## src/rtl/onewire_rom_reader.sv

```systemverilog
// 1-Wire bus master: reset/presence, one ROM command byte, then N_BYTES read LSB first.
// Define ONEWIRE_CRC_EN to check the received bits with the Dallas CRC-8 (err_crc).
module onewire_rom_reader #(
  parameter int         CLK_FREQ_HZ = 100000000,
  parameter int         N_BYTES     = 8,
  parameter logic [7:0] ROM_CMD     = 8'h33,
  parameter int         T_RSTL_US   = 630,
  parameter int         T_PDW_US    = 240,
  parameter int         T_SLOT_US   = 70,
  parameter int         T_W0L_US    = 60,
  parameter int         T_W1L_US    = 6,
  parameter int         T_RDS_US    = 15,
  parameter int         T_REC_US    = 10
) (
  input  logic                   clk,
  input  logic                   reset,
  input  logic                   go,
  input  logic                   dq_in,
  output logic                   dq_oe,
  output logic                   busy,
  output logic                   done,
  output logic                   err_nopres,
  output logic                   err_crc,
  output logic [8*N_BYTES-1:0]   result
);

  localparam int DIV   = CLK_FREQ_HZ / 1000000;
  localparam int DW    = $clog2(DIV);
  localparam int NBITS = 8 * N_BYTES;
  localparam int BW    = $clog2(NBITS);
  localparam int TW    = 16;

  typedef enum logic [2:0] {IDLE, RST_LOW, PRES, CMD, READ, CHECK, FIN} state_t;

  state_t           state, state_next;
  logic [DW-1:0]    div_cnt;
  logic             tick;
  logic             dq_meta, dq_sync;
  logic [TW-1:0]    us_cnt, limit;
  logic [BW-1:0]    bit_cnt;
  logic             timed, phase_end, last_bit, pres_hit, sample_pt;
  logic             pres_flag;
  logic [NBITS-1:0] shift;

  // Free-running microsecond tick
  always_ff @(posedge clk or posedge reset) begin
    if (reset)
      div_cnt <= '0;
    else if (div_cnt == DW'(DIV - 1))
      div_cnt <= '0;
    else
      div_cnt <= div_cnt + 1'b1;
  end
  assign tick = (div_cnt == DW'(DIV - 1));

  always_ff @(posedge clk or posedge reset) begin
    if (reset) begin
      dq_meta <= 1'b1;
      dq_sync <= 1'b1;
    end else begin
      dq_meta <= dq_in;
      dq_sync <= dq_meta;
    end
  end

  always_comb begin
    limit = '0;
    case (state)
      RST_LOW:   limit = TW'(T_RSTL_US - 1);
      PRES:      limit = TW'(T_PDW_US - 1);
      CMD, READ: limit = TW'(T_SLOT_US + T_REC_US - 1);
      default:   limit = '0;
    endcase
  end

  assign timed     = (state == RST_LOW) || (state == PRES) || (state == CMD) || (state == READ);
  assign phase_end = timed && tick && (us_cnt == limit);
  assign last_bit  = (state == CMD) ? (bit_cnt == BW'(7)) : (bit_cnt == BW'(NBITS - 1));
  // Skip the first two ticks of the window so the master's own release edge is never mistaken for presence
  assign pres_hit  = (state == PRES) && tick && (us_cnt >= TW'(2)) && !dq_sync;
  assign sample_pt = (state == READ) && tick && (us_cnt == TW'(T_RDS_US - 1));

  always_ff @(posedge clk or posedge reset) begin
    if (reset)
      state <= IDLE;
    else
      state <= state_next;
  end

  always_comb begin
    state_next = state;
    case (state)
      IDLE:    if (go) state_next = RST_LOW;
      RST_LOW: if (phase_end) state_next = PRES;
      PRES:    if (phase_end) state_next = (pres_flag || pres_hit) ? CMD : FIN;
      CMD:     if (phase_end && last_bit) state_next = READ;
      READ:    if (phase_end && last_bit) state_next = CHECK;
      CHECK:   state_next = FIN;
      FIN:     state_next = IDLE;
      default: state_next = IDLE;
    endcase
  end

  always_comb begin
    dq_oe = 1'b0;
    busy  = 1'b1;
    done  = 1'b0;
    case (state)
      IDLE:    busy = 1'b0;
      RST_LOW: dq_oe = 1'b1;
      CMD:     dq_oe = ROM_CMD[bit_cnt[2:0]] ? (us_cnt < TW'(T_W1L_US)) : (us_cnt < TW'(T_W0L_US));
      READ:    dq_oe = (us_cnt < TW'(T_W1L_US));
      FIN: begin
        busy = 1'b0;
        done = 1'b1;
      end
      default: ;
    endcase
  end

  always_ff @(posedge clk or posedge reset) begin
    if (reset) begin
      us_cnt     <= '0;
      bit_cnt    <= '0;
      pres_flag  <= 1'b0;
      err_nopres <= 1'b0;
      shift      <= '0;
      result     <= '0;
    end else begin
      if (phase_end || !timed)
        us_cnt <= '0;
      else if (tick)
        us_cnt <= us_cnt + 1'b1;

      if ((state == CMD || state == READ) && phase_end)
        bit_cnt <= last_bit ? '0 : bit_cnt + 1'b1;

      if (state == IDLE && go) begin
        pres_flag  <= 1'b0;
        err_nopres <= 1'b0;
      end else begin
        if (pres_hit)
          pres_flag <= 1'b1;
        if (state == PRES && phase_end && !(pres_flag || pres_hit))
          err_nopres <= 1'b1;
      end

      if (sample_pt)
        shift <= {dq_sync, shift[NBITS-1:1]};

      if (state == CHECK)
        result <= shift;
    end
  end

`ifdef ONEWIRE_CRC_EN
  logic [7:0] crc;
  logic       crc_fb;

  // Reflected x^8+x^5+x^4+1; a valid frame including its CRC byte leaves zero
  assign crc_fb = crc[0] ^ dq_sync;

  always_ff @(posedge clk or posedge reset) begin
    if (reset) begin
      crc     <= '0;
      err_crc <= 1'b0;
    end else begin
      if (state == IDLE && go) begin
        crc     <= '0;
        err_crc <= 1'b0;
      end else if (sample_pt) begin
        crc <= {1'b0, crc[7:1]} ^ (crc_fb ? 8'h8C : 8'h00);
      end
      if (state == CHECK)
        err_crc <= (crc != 8'h00);
    end
  end
`else
  assign err_crc = 1'b0;
`endif

endmodule

```

## config.mk

```make
export PLATFORM = sky130hd
export DESIGN_NAME = onewire_rom_reader
export DESIGN_NICKNAME = d
export VERILOG_FILES = /design/src/rtl/onewire_rom_reader.sv
export SDC_FILE = /design/constraint.sdc
export NUM_CORES = 1
export LEC_CHECK = 0
export BUFFER_PORTS_ARGS = -buffer_cell sky130_fd_sc_hd__buf_2
export CAP_MARGIN = 5
export CORE_MARGIN = 1
export CORE_UTILIZATION = 30
export CTS_CLUSTER_DIAMETER = 200
export CTS_CLUSTER_SIZE = 10
export DETAILED_ROUTE_END_ITERATION = 10
export PLACE_DENSITY = 0.52
export SLEW_MARGIN = 30
export SYNTH_ARGS = -nofsm -noshare
export SYNTH_HDL_FRONTEND = slang
export SYNTH_SLANG_ARGS = --single-unit
export TNS_END_PERCENT = 10
```

## constraint.sdc

```tcl
create_clock -name clk -period 11.5 [get_ports clk]
set_input_delay 2.3 -clock clk [delete_from_list [all_inputs] [get_ports clk]]
set_output_delay 2.3 -clock clk [all_outputs]
set_load 0.02 [all_outputs]
```

==> impl_metrics.py <==
metrics = {
    "status": {
        "status": "finished, final reports clean",
    },
    "critical_path": {
        "path_max_fanout": 9,
        "crit_type": "reg2out",
        "cp-end-kind": "primary output",
        "critPathMaxStageDelay_ns": 0.52,
        "critical_path_required_ns": 9.20,
        "arrival_ns": 2.18,
        "crit_path_cell_trace": "nor4_2 -> nand2_1 -> o21a_1 -> o21ai_0 -> o2bb2ai_1 -> buf_2",
        "worstSetupStartpointType": "flip-flop",
        "crit_slowest_cell": "dfrtp_1",
    },
    "clock_network": {
        "post_cts_resize_count": 0,
        "clock_sinks": 164,
        "cts_buffer_depth": 2,
        "cts_tree": "built",
        "cts_buffers": 17,
        "clkLatencyLatePin_ns": 0.42,
        "ctsRootBufferMaster": "clkbuf_16",
        "cts_hold_buffers": 0,
        "cts_max_level": 4,
        "clk_pin_slew_ns": 0.07,
        "cts_setup_buffers": 0,
    },
    "placed_design": {
        "place_hpwl_um": 9180,
        "port_buffers": 71,
        "gp_congestion": 0.831,
    },
    "logic_synthesis": {
        "ys_async_sr_fraction_pct": 100,
        "synth_area_per_cell_um2": 13.4,
        "synth.most_common_cell": "dfrtp_1",
        "yosysTopAreaCell": "dfrtp_1",
        "syn_nets": 544,
        "yosysTopAreaCellShare_pct": 56.7,
        "mappedNetlistArea_um2": 7160,
        "synth_enable_flop_cells": 0,
        "yosys_warnings": 0,
        "synth-seq-cells": 164,
        "synth_cell_types": 59,
        "synth_common_cells": "162 x dfrtp_1, 86 x mux2_2, 43 x mux2_1",
        "synth_area_leaders": "dfrtp_1 57%, mux2_2 14%, mux2_1 6.8%, xor2_1 1.7%, nor3_1 1.4%",
        "syn_inst": 536,
        "yosysSeqAreaShare_pct": 57.4,
        "ys.flop_type": "dfrtp_1",
    },
    "power": {
        "pwr-share-clk_pct": 49.3,
        "power_density_nw_per_um2": 139,
        "p_sw_share_pct": 22.2,
        "p_int_w": 0.000905,
        "power.switching_w": 0.000258,
        "p_leak_nw": 4.18,
        "combPwrFrac_pct": 1.1,
        "peakVddDrop_mv": 0.0775,
        "pwr-share-seq_pct": 49.7,
    },
    "route": {
        "initialDrtViolationCount": 357,
        "first_pass_iters": 5,
        "vias": 4509,
        "drc": 0,
        "drt-total-wl_um": 14200,
        "post_drt_wl_per_cell_um": 15.3,
        "ant_nets": 0,
        "vias_per_cell": 4.86,
    },
    "floorplanning": {
        "ios": 73,
        "start_util_pct": 30.6,
        "die-area_um2": 24500,
        "fp-row-count": 56,
        "die_y_um": 156,
        "die_w_um": 156,
        "core_area_um2": 23400,
    },
    "sta": {
        "period_needed_ns": 4.48,
        "setup_viol": 0,
        "hold_viol_final": 0,
        "tightest_slew_ns": 0.905,
        "skew_ns": 0.0103,
        "tns_ns": 0,
        "slew_violations": 0,
        "fmax_ghz": 0.223,
        "rsz0062_at_grt": "false",
        "period_share_pct": 38.9,
        "relSlewSlack_pct": 39.7,
    },
    "hold_path": {
        "hold_class": "reg2reg",
    },
    "global_routing": {
        "grt_usage_pct": 12.3,
        "grt_pass1_vias": 4518,
        "grt_overflow": 0,
        "grt_pass1_wl_um": 23600,
        "grt_antenna_before_repair": 0,
        "grt_max_degree": 104,
    },
    "finish": {
        "final_core_util_pct": 35.8,
        "area_delta_synth_final_pct": 16.9,
        "drive_above_1_share_pct": 34.6,
        "fin_nets": 604,
        "diodes": 0,
    },
    "flow_run": {
        "maxCapViolCount": 0,
    },
}
==> per-layer routing <==
metal	share of wire [%]	vias up	track usage (%)
li1	-	2068	-
met4	0.60	0	4.20
met1	48	2322	16.4
met2	47	113	19.4
met3	4.4	6	3.10
met5	0	-	0
==> cell type report <==
class / count / area [µm²]
multi-input combinational: 333 / 2860
inverter: 6 / 30.0
clock inverter: 15 / 169
clock buffer: 17 / 425
tap: 319 / 399
timing repair buffer: 74 / 378
fill: 2329 / 15000
sequential: 164 / 4110
==> final timing paths <==
path	start	to	slack [ns]	cells past startpoint
setup / recovery	us_cnt[7]$_DFFE_PP0P_	dq_oe	7.02	6
hold / removal	dq_meta$_DFF_PP1_	dq_sync$_DFF_PP1_	0.36	0
setup reg to reg	div_cnt[0]$_DFF_PP0_	shift[63]$_DFFE_PP0P_	8.80	6
hold reg to reg	dq_meta$_DFF_PP1_	dq_sync$_DFF_PP1_	0.36	0
max in group asynchronous	reset	shift[7]$_DFFE_PP0P_	8.23	3
min in group asynchronous	reset	result[34]$_DFFE_PP0N_	2.02	2
==> power by group through the flow <==
stage          combinational, W  clock [W]  sequential (W)
2_1_floorplan        0.00000889          0        0.000588
3_3_place_gp          0.0000129          0        0.000588
3_5_place_dp          0.0000134          0        0.000589
4_1_cts               0.0000134   0.000592        0.000577
5_1_grt               0.0000151   0.000619        0.000577
6_report              0.0000123   0.000573        0.000578
==> worst max-delay path, delay by kind of cell (launching register included) <==
kind            cells  cell delay, ns
compound gates      3            0.52
simple gates        2            0.51
buf+inv             1            0.21
flops               1            0.52
==> per-stage QoR <==
step                hold slack, ns  worst slack (ns)  power (W)  cells  cell area, µm²
floorplan                    0.345              4.77   0.000597    536            7160
global placement             0.347              7.53   0.000601    896            7760
detailed placement           0.352              7.49   0.000602    896            7760
CTS                          0.362              7.02    0.00118    928            8360
global route                 0.369              6.95    0.00121    928            8370
finish                       0.360              7.02    0.00116    928            8370
==> cell usage in the layout (no fill, tap or decap), types with 3 or more instances in the layout <==
master,count
xnor2_1,7
dfrtp_1,162
nor3_1,20
clkinv_2,3
inv_8,4
o2bb2ai_1,3
mux2_2,86
nor4_1,3
o21ai_0,7
buf_2,71
a2111oi_0,3
and2_1,4
and3_1,4
nand2_1,14
nor4_2,4
inv_1,4
nand3_1,16
a21oi_1,5
inv_6,4
nor2b_1,6
a31oi_1,6
nand4_1,14
clkbuf_16,17
mux2_1,43
or3_1,8
nand2b_1,5
xor2_1,14
ha_1,4
buf_4,3
nor2_1,13
o211ai_1,4
==> sequential cells by signal (all words and copies together), names as in the netlist <==
| register | cells |
|---|---|
| result | 64 |
| shift | 64 |
| us_cnt | 16 |
| div_cnt | 7 |
| bit_cnt | 6 |
| state | 3 |
| dq_meta | 1 |
| dq_sync | 1 |
| err_nopres | 1 |
| pres_flag | 1 |
==> kinds of logic after synthesis <==
family	after synthesis	share of synthesized area, %
multiplexers	131	20.6
adder cells (fa/ha/maj)	4	0.699
other	1	0.0524
XOR/XNOR	22	2.69
AND/OR/NAND/NOR	130	11.2
flip-flops	164	57.4
AO/OA/AOI/OAI	45	4.55
buffers and inverters	39	2.87
(Power assumes the default switching activity.)
